===== src/rtl/gpr_scoreboard_pkg.sv =====
// gpr_scoreboard_pkg
// Shared constants and types for the GPR write scoreboard.
//   SB_AW       : register address width (2**SB_AW registers, r0 hardwired zero)
//   SB_CW       : per-register pending counter width
//   SB_MAXPEND  : most writes that may be in flight to one register
//   SB_REG_ZERO : index of the hardwired-zero register
//   pend_cnt_t  : pending-write counter type
package gpr_scoreboard_pkg;

  localparam int SB_AW       = 5;
  localparam int SB_CW       = 2;
  localparam int SB_MAXPEND  = (1 << SB_CW) - 1;
  localparam int SB_REG_ZERO = 0;

  typedef logic [SB_CW-1:0] pend_cnt_t;

endpackage


===== src/rtl/gpr_sb_cell.sv =====
// gpr_sb_cell
// Pending-write counter for one architectural register.
// Ports:
//   Clk, Rst     : clock (rising edge), async active-high reset
//   Clr          : synchronous clear (pipeline flush), overrides inc/dec
//   inc_i        : an issued write to this register was accepted
//   dec_i        : a writeback to this register happens this cycle
//   cnt_o        : current pending count
//   sat_o        : count is at the maximum number of writes in flight
//   underflow_o  : writeback arrived with nothing pending (and no same-cycle issue)
module gpr_sb_cell
  import gpr_scoreboard_pkg::*;
#(
  parameter int CW = SB_CW
) (
  input  logic          Clk,
  input  logic          Rst,
  input  logic          Clr,
  input  logic          inc_i,
  input  logic          dec_i,
  output logic [CW-1:0] cnt_o,
  output logic          sat_o,
  output logic          underflow_o
);

  localparam logic [CW-1:0] ONE     = {{(CW-1){1'b0}}, 1'b1};
  localparam logic [CW-1:0] MAX_CNT = '1;

  logic [CW-1:0] cnt_q, cnt_d;

  // An issue and a writeback in the same cycle cancel out. A writeback with
  // nothing pending leaves the count at zero and flags the underflow; the top
  // level qualifies the flag with Clr when folding it into Err.
  always_comb begin
    cnt_d       = cnt_q;
    underflow_o = 1'b0;
    if (dec_i && !inc_i && (cnt_q == '0)) begin
      underflow_o = 1'b1;
    end
    if (Clr) begin
      cnt_d = '0;
    end else if (inc_i && !dec_i) begin
      cnt_d = cnt_q + ONE;
    end else if (dec_i && !inc_i && (cnt_q != '0)) begin
      cnt_d = cnt_q - ONE;
    end
  end

  always_ff @(posedge Clk or posedge Rst) begin
    if (Rst) begin
      cnt_q <= '0;
    end else begin
      cnt_q <= cnt_d;
    end
  end

  assign cnt_o = cnt_q;
  assign sat_o = (cnt_q == MAX_CNT);

endmodule


===== src/rtl/gpr_scoreboard.sv =====
// gpr_scoreboard
// Tracks in-flight writes per GPR between issue and writeback and stalls
// decode while a source register still has an unretired producer.
// Ports:
//   Clk, Rst          : clock (rising edge), async active-high reset
//   Clr               : synchronous flush of all pending state and Err
//   Iss_valid         : decode-stage instruction present
//   Iss_we, Iss_A3    : instruction writes a GPR, and which one
//   Use1/A1, Use2/A2  : source operand enables and addresses
//   Wb_We, Wb_A3      : writeback enable/address (shared with register file)
//   Stall             : decode held, issue not accepted this cycle
//   Busy1, Busy2      : source has an outstanding producer not bypassed now
//   InFlight          : total pending writes over all registers
//   Err               : sticky flag, writeback with nothing pending
module gpr_scoreboard
  import gpr_scoreboard_pkg::*;
#(
  parameter int AW = SB_AW,
  parameter int CW = SB_CW
) (
  input  logic             Clk,
  input  logic             Rst,
  input  logic             Clr,
  input  logic             Iss_valid,
  input  logic             Iss_we,
  input  logic [AW-1:0]    Iss_A3,
  input  logic             Use1,
  input  logic             Use2,
  input  logic [AW-1:0]    A1,
  input  logic [AW-1:0]    A2,
  input  logic             Wb_We,
  input  logic [AW-1:0]    Wb_A3,
  output logic             Stall,
  output logic             Busy1,
  output logic             Busy2,
  output logic [AW+CW-1:0] InFlight,
  output logic             Err
);

  localparam int NREG = 1 << AW;
  localparam logic [AW-1:0]    R0     = AW'(SB_REG_ZERO);
  localparam logic [CW-1:0]    ONE    = {{(CW-1){1'b0}}, 1'b1};
  localparam logic [AW+CW-1:0] IF_ONE = {{(AW+CW-1){1'b0}}, 1'b1};

  logic [CW-1:0]   cnt [NREG];
  logic [NREG-1:0] sat_vec;
  logic [NREG-1:0] uf_vec;

  logic wb_active, same_reg, acc, sat;
  logic wb_hit_a1, wb_hit_a2, wb_hit_a3;
  logic busy1, busy2;
  logic inf_inc, inf_dec;

  logic [AW+CW-1:0] in_flight_q, in_flight_d;
  logic             err_q, err_d;

  // Register zero never holds pending state.
  assign cnt[0]     = '0;
  assign sat_vec[0] = 1'b0;
  assign uf_vec[0]  = 1'b0;

  // One counter per writable register. The issue and writeback address
  // decoders are folded into each cell's inc/dec enables.
  for (genvar r = 1; r < NREG; r++) begin : g_cell
    gpr_sb_cell #(.CW(CW)) u_cell (
      .Clk         (Clk),
      .Rst         (Rst),
      .Clr         (Clr),
      .inc_i       (acc && (Iss_A3 == AW'(r))),
      .dec_i       (wb_active && (Wb_A3 == AW'(r))),
      .cnt_o       (cnt[r]),
      .sat_o       (sat_vec[r]),
      .underflow_o (uf_vec[r])
    );
  end

  // Busy/stall decision. A source whose only pending write retires this
  // cycle is not busy because the register file writes through. A saturated
  // destination may still issue if one of its writes retires this cycle.
  always_comb begin
    wb_active = Wb_We && (Wb_A3 != R0);
    wb_hit_a1 = wb_active && (Wb_A3 == A1);
    wb_hit_a2 = wb_active && (Wb_A3 == A2);
    wb_hit_a3 = wb_active && (Wb_A3 == Iss_A3);
    busy1 = Use1 && (A1 != R0) && (cnt[A1] != '0) && !(wb_hit_a1 && (cnt[A1] == ONE));
    busy2 = Use2 && (A2 != R0) && (cnt[A2] != '0) && !(wb_hit_a2 && (cnt[A2] == ONE));
    sat   = Iss_we && (Iss_A3 != R0) && sat_vec[Iss_A3] && !wb_hit_a3;
    Stall = Iss_valid && (busy1 || busy2 || sat);
    acc   = Iss_valid && Iss_we && !Stall && (Iss_A3 != R0);
  end

  // InFlight tracks the counter sum: a same-register issue/writeback pair
  // leaves both unchanged, and an underflowing writeback removes nothing.
  always_comb begin
    same_reg    = acc && wb_hit_a3;
    inf_inc     = acc && !same_reg;
    inf_dec     = wb_active && (cnt[Wb_A3] != '0) && !same_reg;
    in_flight_d = in_flight_q;
    err_d       = err_q | (|uf_vec);
    if (Clr) begin
      in_flight_d = '0;
      err_d       = 1'b0;
    end else if (inf_inc && !inf_dec) begin
      in_flight_d = in_flight_q + IF_ONE;
    end else if (inf_dec && !inf_inc) begin
      in_flight_d = in_flight_q - IF_ONE;
    end
  end

  always_ff @(posedge Clk or posedge Rst) begin
    if (Rst) begin
      in_flight_q <= '0;
      err_q       <= 1'b0;
    end else begin
      in_flight_q <= in_flight_d;
      err_q       <= err_d;
    end
  end

  assign Busy1    = busy1;
  assign Busy2    = busy2;
  assign InFlight = in_flight_q;
  assign Err      = err_q;

endmodule


===== config.mk =====
export PLATFORM = sky130hd
export DESIGN_NAME = gpr_scoreboard
export DESIGN_NICKNAME = d
export VERILOG_FILES = /design/src/rtl/gpr_scoreboard_pkg.sv /design/src/rtl/gpr_sb_cell.sv /design/src/rtl/gpr_scoreboard.sv
export SDC_FILE = /design/constraint.sdc
export NUM_CORES = 1
export LEC_CHECK = 0
export ABC_AREA = 1
export CORE_UTILIZATION = 61
export CTS_BUF_LIST = sky130_fd_sc_hd__clkbuf_8
export CTS_CLUSTER_DIAMETER = 150
export CTS_CLUSTER_SIZE = 28
export DETAILED_ROUTE_END_ITERATION = 12
export PLACE_DENSITY = 0.86
export SETUP_SLACK_MARGIN = 0.02
export SLEW_MARGIN = 20
export SYNTH_ARGS = -nofsm -noshare
export SYNTH_HDL_FRONTEND = slang
export SYNTH_SLANG_ARGS = --single-unit

===== constraint.sdc =====
create_clock -name Clk -period 3.95 [get_ports Clk]
set_input_delay 0.79 -clock Clk [delete_from_list [all_inputs] [get_ports Clk]]
set_output_delay 0.79 -clock Clk [all_outputs]
set_load 0.1 [all_outputs]

---- Word-level counts from Yosys, hierarchy flattened ----
Cells that the tools add are included.
storage, ports and cells
  register bits after elaboration ......... 70
  input port bits ......................... 28
  logic and storage cells ................. 726
operators by class
  $add $sub $neg .......................... 64
  magnitude comparators ................... 4
  equal/unequal tests ..................... 98
  mux-type cells .......................... 139
  bitwise operators ....................... 4
  reductions and logical operators ........ 384
operator list
  operator                                                   count
  logical AND 1 bit                                          211
  2-to-1 mux 2 bit                                           99
  == test 5 bit (second input constant)                      32
  nonzero test 3 bit                                         32
  == test 5 x 4 -> 1 bit (second input constant)             16
  zero test 1 bit                                            69
  nonzero test 2 bit                                         34
  adder 2 x 1 -> 2 bit (second input constant)               31
  == test 2 bit (second input constant)                      31
  zero test 2 bit                                            31
  subtractor 2 x 1 -> 2 bit (second input constant)          31
  == test 5 x 3 -> 1 bit (second input constant)             8
  2-to-1 mux 1 bit                                           33
  OR reduction 31 bit                                        1
  binary-select mux 2 bit (select 5 bit)                     3
  2-to-1 mux 7 bit                                           3
  == test 5 x 2 -> 1 bit (second input constant)             4
  nonzero test 5 bit                                         4
  greater-or-equal comparator 6 bit (second input constant)  3
  inverter 5 -> 6 bit                                        3
  == test 5 bit                                              3
  == test 5 x 1 -> 1 bit (second input constant)             2
  adder 7 x 1 -> 7 bit (second input constant)               1
  subtractor 7 x 1 -> 7 bit (second input constant)          1
  other kinds (5)                                            7

---- Longest topological paths before layout ----
  word-level depth ........................ 22
  gate-level depth with buffers ........... 28

---- Hierarchy ----
A second synthesis with hierarchy kept.
unflattened totals
  cell total of the unflattened synthesis .. 1555
  area total of the unflattened synthesis .. 8589.5 sq um
modules (own cells, without submodules)
  module          instances  cells each  area an instance (sq um)  sequential area each (sq um)
  gpr_sb_cell     31         27          161.4                     50.0
  gpr_scoreboard  1          718         3585.9                    200.2

---- Least setup slack after synthesis ----
No wires, ideal clock.
  kind .................................... input port to output port
  from .................................... input A1[0]
  to ...................................... output Busy1
  arrival ................................. 3136 ps
  data required time ...................... 3160 ps
  path slack .............................. 24 ps
  stages .................................. 8
  buffers on the path ..................... 1
  cell sequence ........................... buf_2 > nor2_1 > a21oi_1 > o211ai_1 > nand3_1 > nand2_1 > nand2_1 > a21oi_1
between the ends
  cells in the longest elaborated chain, start to end .. 8
RTL lines
  element                                               line                  text
  start: declaration                                    gpr_scoreboard.sv:29  input logic [AW-1:0] A1,
  inverter 5 -> 6 bit (not written as such)             gpr_scoreboard.sv:85  busy1 = Use1 && (A1 != R0) && (cnt[A1] != '0) && !(wb_hit_a1 && (cnt[A1] == ONE));
  binary-select mux 2 bit (select 5 bit)                gpr_scoreboard.sv:85
  2-to-1 mux 2 bit (not written as such) (2 in series)  gpr_scoreboard.sv:85
  == test 2 x 1 -> 1 bit                                gpr_scoreboard.sv:85
  logical AND 1 bit                                     gpr_scoreboard.sv:85
  zero test 1 bit                                       gpr_scoreboard.sv:85
  logical AND 1 bit *                                   gpr_scoreboard.sv:85
  end: declaration                                      gpr_scoreboard.sv:34  output logic Busy1,
Every way passes the cells marked *; elsewhere a longest branch is shown, timed or not. The select of a mux whose other input is x is not followed.

---- Final worst setup path ----
  from .................................... input Iss_A3[0]
  to ...................................... register in_flight_q[6] (netlist: InFlight[6])
between the ends
  cells in the longest elaborated chain, start to end .. 16
RTL lines
  element                                                         line                                        text
  start: declaration                                              gpr_scoreboard.sv:26                        input logic [AW-1:0] Iss_A3,
  binary-select mux 1 bit (select 5 bit) (tied with other cells)  gpr_scoreboard.sv:87                        sat = Iss_we && (Iss_A3 != R0) && sat_vec[Iss_A3] && !wb_hit_a3;
  2-to-1 mux 1 bit (not written as such) (tied with other cells)  gpr_scoreboard.sv:87
  logical AND 1 bit or zero test 1 bit (tied branches)            gpr_scoreboard.sv:87
  logical AND 1 bit                                               gpr_scoreboard.sv:87
  logical OR 1 bit                                                gpr_scoreboard.sv:88                        Stall = Iss_valid && (busy1 || busy2 || sat);
  logical AND 1 bit                                               gpr_scoreboard.sv:88
  zero test 1 bit                                                 gpr_scoreboard.sv:89                        acc = Iss_valid && Iss_we && !Stall && (Iss_A3 != R0);
  logical AND 1 bit (2 in series)                                 gpr_scoreboard.sv:89
  logical AND 1 bit                                               gpr_scoreboard.sv:95                        same_reg = acc && wb_hit_a3;
  zero test 1 bit                                                 gpr_scoreboard.sv:96, gpr_scoreboard.sv:97
  logical AND 1 bit                                               gpr_scoreboard.sv:97                        inf_dec = wb_active && (cnt[Wb_A3] != '0) && !same_reg;
  zero test 1 bit                                                 gpr_scoreboard.sv:103                       end else if (inf_inc && !inf_dec) begin
  logical AND 1 bit                                               gpr_scoreboard.sv:103
  2-to-1 mux 7 bit                                                gpr_scoreboard.sv:103
  2-to-1 mux 7 bit                                                gpr_scoreboard.sv:100                       if (Clr) begin
  end signal: assignment                                          gpr_scoreboard.sv:115                       in_flight_q <= in_flight_d;
  end: declaration                                                gpr_scoreboard.sv:54                        logic [AW+CW-1:0] in_flight_q, in_flight_d;
Parallel ways exist; a longest one is shown, timed or not. The select of a mux whose other input is x is not followed.
A chain may end at the register's enable or synchronous reset.

==> summary.txt <==
Global route
  • Global-route wire length before repair: roughly 44000 um
  • Total global routing overflow: 0
  • Total GRT Usage: between 40% and 50%
  • Number of global-route vias before repair: about 9000
  • Initial antenna violation count: 1
  • Largest net degree at the start of global routing: 71

Synth
  • Sequential fraction of the synthesis area: a little under a quarter
  • Seq cells post-synth: 70
  • Ys Warns: 0
  • Main synth FF type: dfrtp_1
  • Post-synth net total: roughly 1300
  • Area of the mapped netlist: 0.00731 mm^2
  • Area leader, netlist: dfrtp_1
  • Largest cells by area after synthesis: dfrtp_1, nand2_1, nand3_1
  • Cells after Synth: ~1300
  • EDFF count, synth: 0
  • Post-synth top area share: a little under a quarter
  • Top-count cell post-synth: nand2_1
  • Top post-synthesis cells by count: nand2_1, nor2_1, inv_1
  • Synthesized area per cell: between 5 and 6 um^2
  • Post-synthesis cell type count: between 40 and 50
  • FFs w/ async S/R, synth: 100%

Drt
  • DR vias/cell: slightly above 6
  • DRT Pass-1 Iters: 11
  • Detailed-route DRC error count: 1
  • Routed WL: between 20000 and 30000 um
  • DR WL/cell: between 15 and 20 um
  • Detail Route Antenna Nets: 0
  • Number of DRC markers in iteration 0: 1405
  • Vias post-DR: about 9500

Clock tree
  • Clock Latency Late Sink: approximately 0.38 ns
  • Number of buffers on the longest clock path: 2
  • CTS root buf: clkbuf_8
  • Clk sinks: 70
  • H-tree depth: 3
  • Clock slew at reported path FFs: 0.07 ns
  • TritonCTS clock tree: done
  • Hold_buf cts: 0
  • Cts bufs inserted: 9

Die
  • Io pins: 39
  • Starting Density: between 60 and 70%
  • Die W: ~110 um
  • Core box area: between 0.01 and 0.015 mm^2
  • Die height: 112 um
  • Row count: 39
  • Die area: roughly 0.012 mm^2

STA
  • Final min period: around 3.8 ns
  • Fin. max-slew vios: 0
  • Slew margin rel.: 34.7%
  • RSZ-0062 raised after global routing: true
  • Final setup margin: 0.134 ns
  • Final number of hold-violating endpoints: 0
  • Worst-Margin Slew: 0.977 ns
  • Final clock skew: around 0.0039 ns
  • Fin crit share: a little under 100%
  • Setup violators final: 0
  • Peak Freq: about 0.26 GHz

Critical path
  • WP data arrival: a little over 4 ns
  • CP Launch Type: input port
  • R2R cell count: 19
  • CP Buf/Inv Count: 3
  • Worst setup EP type: flip-flop
  • Critical path peak fanout: 5
  • CP max stage cell: fa_2
  • WS Path Type: in -> reg
  • WP data required: ~4.2 ns
  • Largest delay contributor family on the critical path: simple AND/OR/NAND/NOR gates
  • Critical R2R Launch: g_cell[17].u_cell.cnt_o[1]$_DFFE_PP0P_
  • Crit path largest cell delay: 0.36 ns
  • Reg2Reg Setup Slack: ~0.53 ns
  • FF-to-FF End: InFlight[6]$_DFFE_PP0P_
  • Most frequent CP cell: nand2_1

Place
  • GP Congestion: around 1.1
  • Port-buffer cells: 38
  • Cell Area, Placed: around 0.0086 mm^2
  • Pre-CTS setup slack: -0.527 ns
  • DP Cell Count: 1508
  • Final HPWL DP: roughly 22000 um

Run status
  • Outcome: finished with violations
  • Failing checks: design-rule violations

Worst hold path
  • Hold Path Class: reg -> reg
  • Worst Hold Path EP: g_cell[7].u_cell.cnt_o[1]$_DFFE_PP0P_
  • Hold Path Stages: 2
  • Hold Startpoint: g_cell[7].u_cell.cnt_o[1]$_DFFE_PP0P_

Power and ir drop
  • Cell Pwr Density: a little over 300 mW/mm^2
  • Lkg Pwr: 4.26 nW
  • Worst IR drop on VDD: about 240 uV

Final layout
  • Non-filler cells, final: roughly 1500
  • Area growth, synth to finish: 20.3%
  • Final instance area: slightly below 0.009 mm^2
  • Diode count: 0
  • Layout Nets: approximately 1400
  • Layout cells sized above 1: about an eighth

Run
  • # Max-Cap Violations: 0
## sequential cells by signal (all words and copies together) (netlist names)
signal and count:
Err 1, InFlight 7, g_cell.u_cell.cnt_o 62
## worst max-delay path by stage
stage                    from                       to  slack (ns)  cells after the start
floorplan               A1[0]                    Busy1        0.02                      8
global placement        A1[0]  InFlight[6]$_DFFE_PP0P_       -0.38                     27
detailed placement      A1[0]  InFlight[6]$_DFFE_PP0P_       -0.53                     26
CTS                  Wb_A3[0]  InFlight[6]$_DFFE_PP0P_        0.05                     22
global route        Iss_A3[1]  InFlight[6]$_DFFE_PP0P_       -0.04                     28
finish              Iss_A3[0]  InFlight[6]$_DFFE_PP0P_        0.13                     28
## tightest hold or removal path, cell delays in order (launching register included)
cell	delay [ns]
dfrtp_1	0.40
o21ai_0	0.10
inv_1	0.05
## metal layers
metal / part of all wire [%] / wire length, um / global-route usage (%)
met1: 36 / 10200 / 55.5
met2: 44 / 12500 / 74.1
met3: 13 / 3850 / 11.0
met4: 7.3 / 2090 / 31.8
met5: 0.052 / 15 / 0
## through the flow
step           TNS [ns]  power [W]  hold WS, ns  utilization [%]
5_1_grt         -0.0421    0.00282        0.600             76.1
3_3_place_gp     -0.933    0.00210        0.538             74.1
2_1_floorplan         0    0.00169        0.510                -
3_5_place_dp      -1.37    0.00213        0.549             74.1
4_1_cts               0    0.00263        0.570             75.7
6_report              0    0.00270        0.576             76.1
## timing repair
action | CTS | global route
gates cloned | 0 | 1
resized for setup | 16 | 18
endpoints found under the setup margin | 3 | 3
pin swaps | 2 | 1
setup buffers | 0 | 1
## kinds of logic after synthesis
| group | share of synthesized area, % |
|---|---|
| fa+ha+maj | 1.13 |
| flops | 23.9 |
| buf+inv | 13.2 |
| mux | 0.137 |
| simple gates | 43.1 |
| compound gates | 17.0 |
| xor+xnor | 1.44 |
## layout by cell type (no fill, tap or decap), types with 2 or more instances in the layout
| cell | count |
|---|---|
| a211oi_1 | 3 |
| a21oi_1 | 27 |
| a21oi_2 | 2 |
| buf_12 | 8 |
| buf_2 | 2 |
| buf_4 | 108 |
| buf_6 | 4 |
| clkbuf_8 | 9 |
| clkdlybuf4s50_1 | 26 |
| clkinv_1 | 3 |
| clkinv_2 | 3 |
| dfrtp_1 | 70 |
| dlygate4sd2_1 | 4 |
| dlymetal6s2s_1 | 3 |
| ha_1 | 4 |
| inv_1 | 179 |
| inv_2 | 7 |
| nand2_1 | 292 |
| nand2_2 | 4 |
| nand3_1 | 149 |
| nand3b_1 | 9 |
| nand4_1 | 39 |
| nor2_1 | 178 |
| nor2_2 | 3 |
| nor2_4 | 3 |
| nor3_1 | 23 |
| nor3b_1 | 3 |
| o211ai_1 | 44 |
| o21ai_0 | 99 |
| o21ai_1 | 7 |
| o22ai_1 | 26 |
| or2_1 | 12 |
| or2_2 | 2 |
| xnor2_1 | 5 |
| xor2_1 | 7 |
## power breakdown
group / internal (W) / leakage [nW] / switching [W]
combinational: 0.000459 / 3.25 / 0.000865
sequential: 0.000789 / 0.914 / 0.0000916
clock: 0.000213 / 0.0938 / 0.000287
## layout make-up
class	instances	area, um^2
multi-input combinational	955	4650
fill	981	2770
sequential	70	1750
timing repair buffer	156	1360
inverter	186	699
tap	143	179
clock buffer	9	124
clock inverter	6	25.0
No activity file was read; power rests on OpenSTA's default activity.
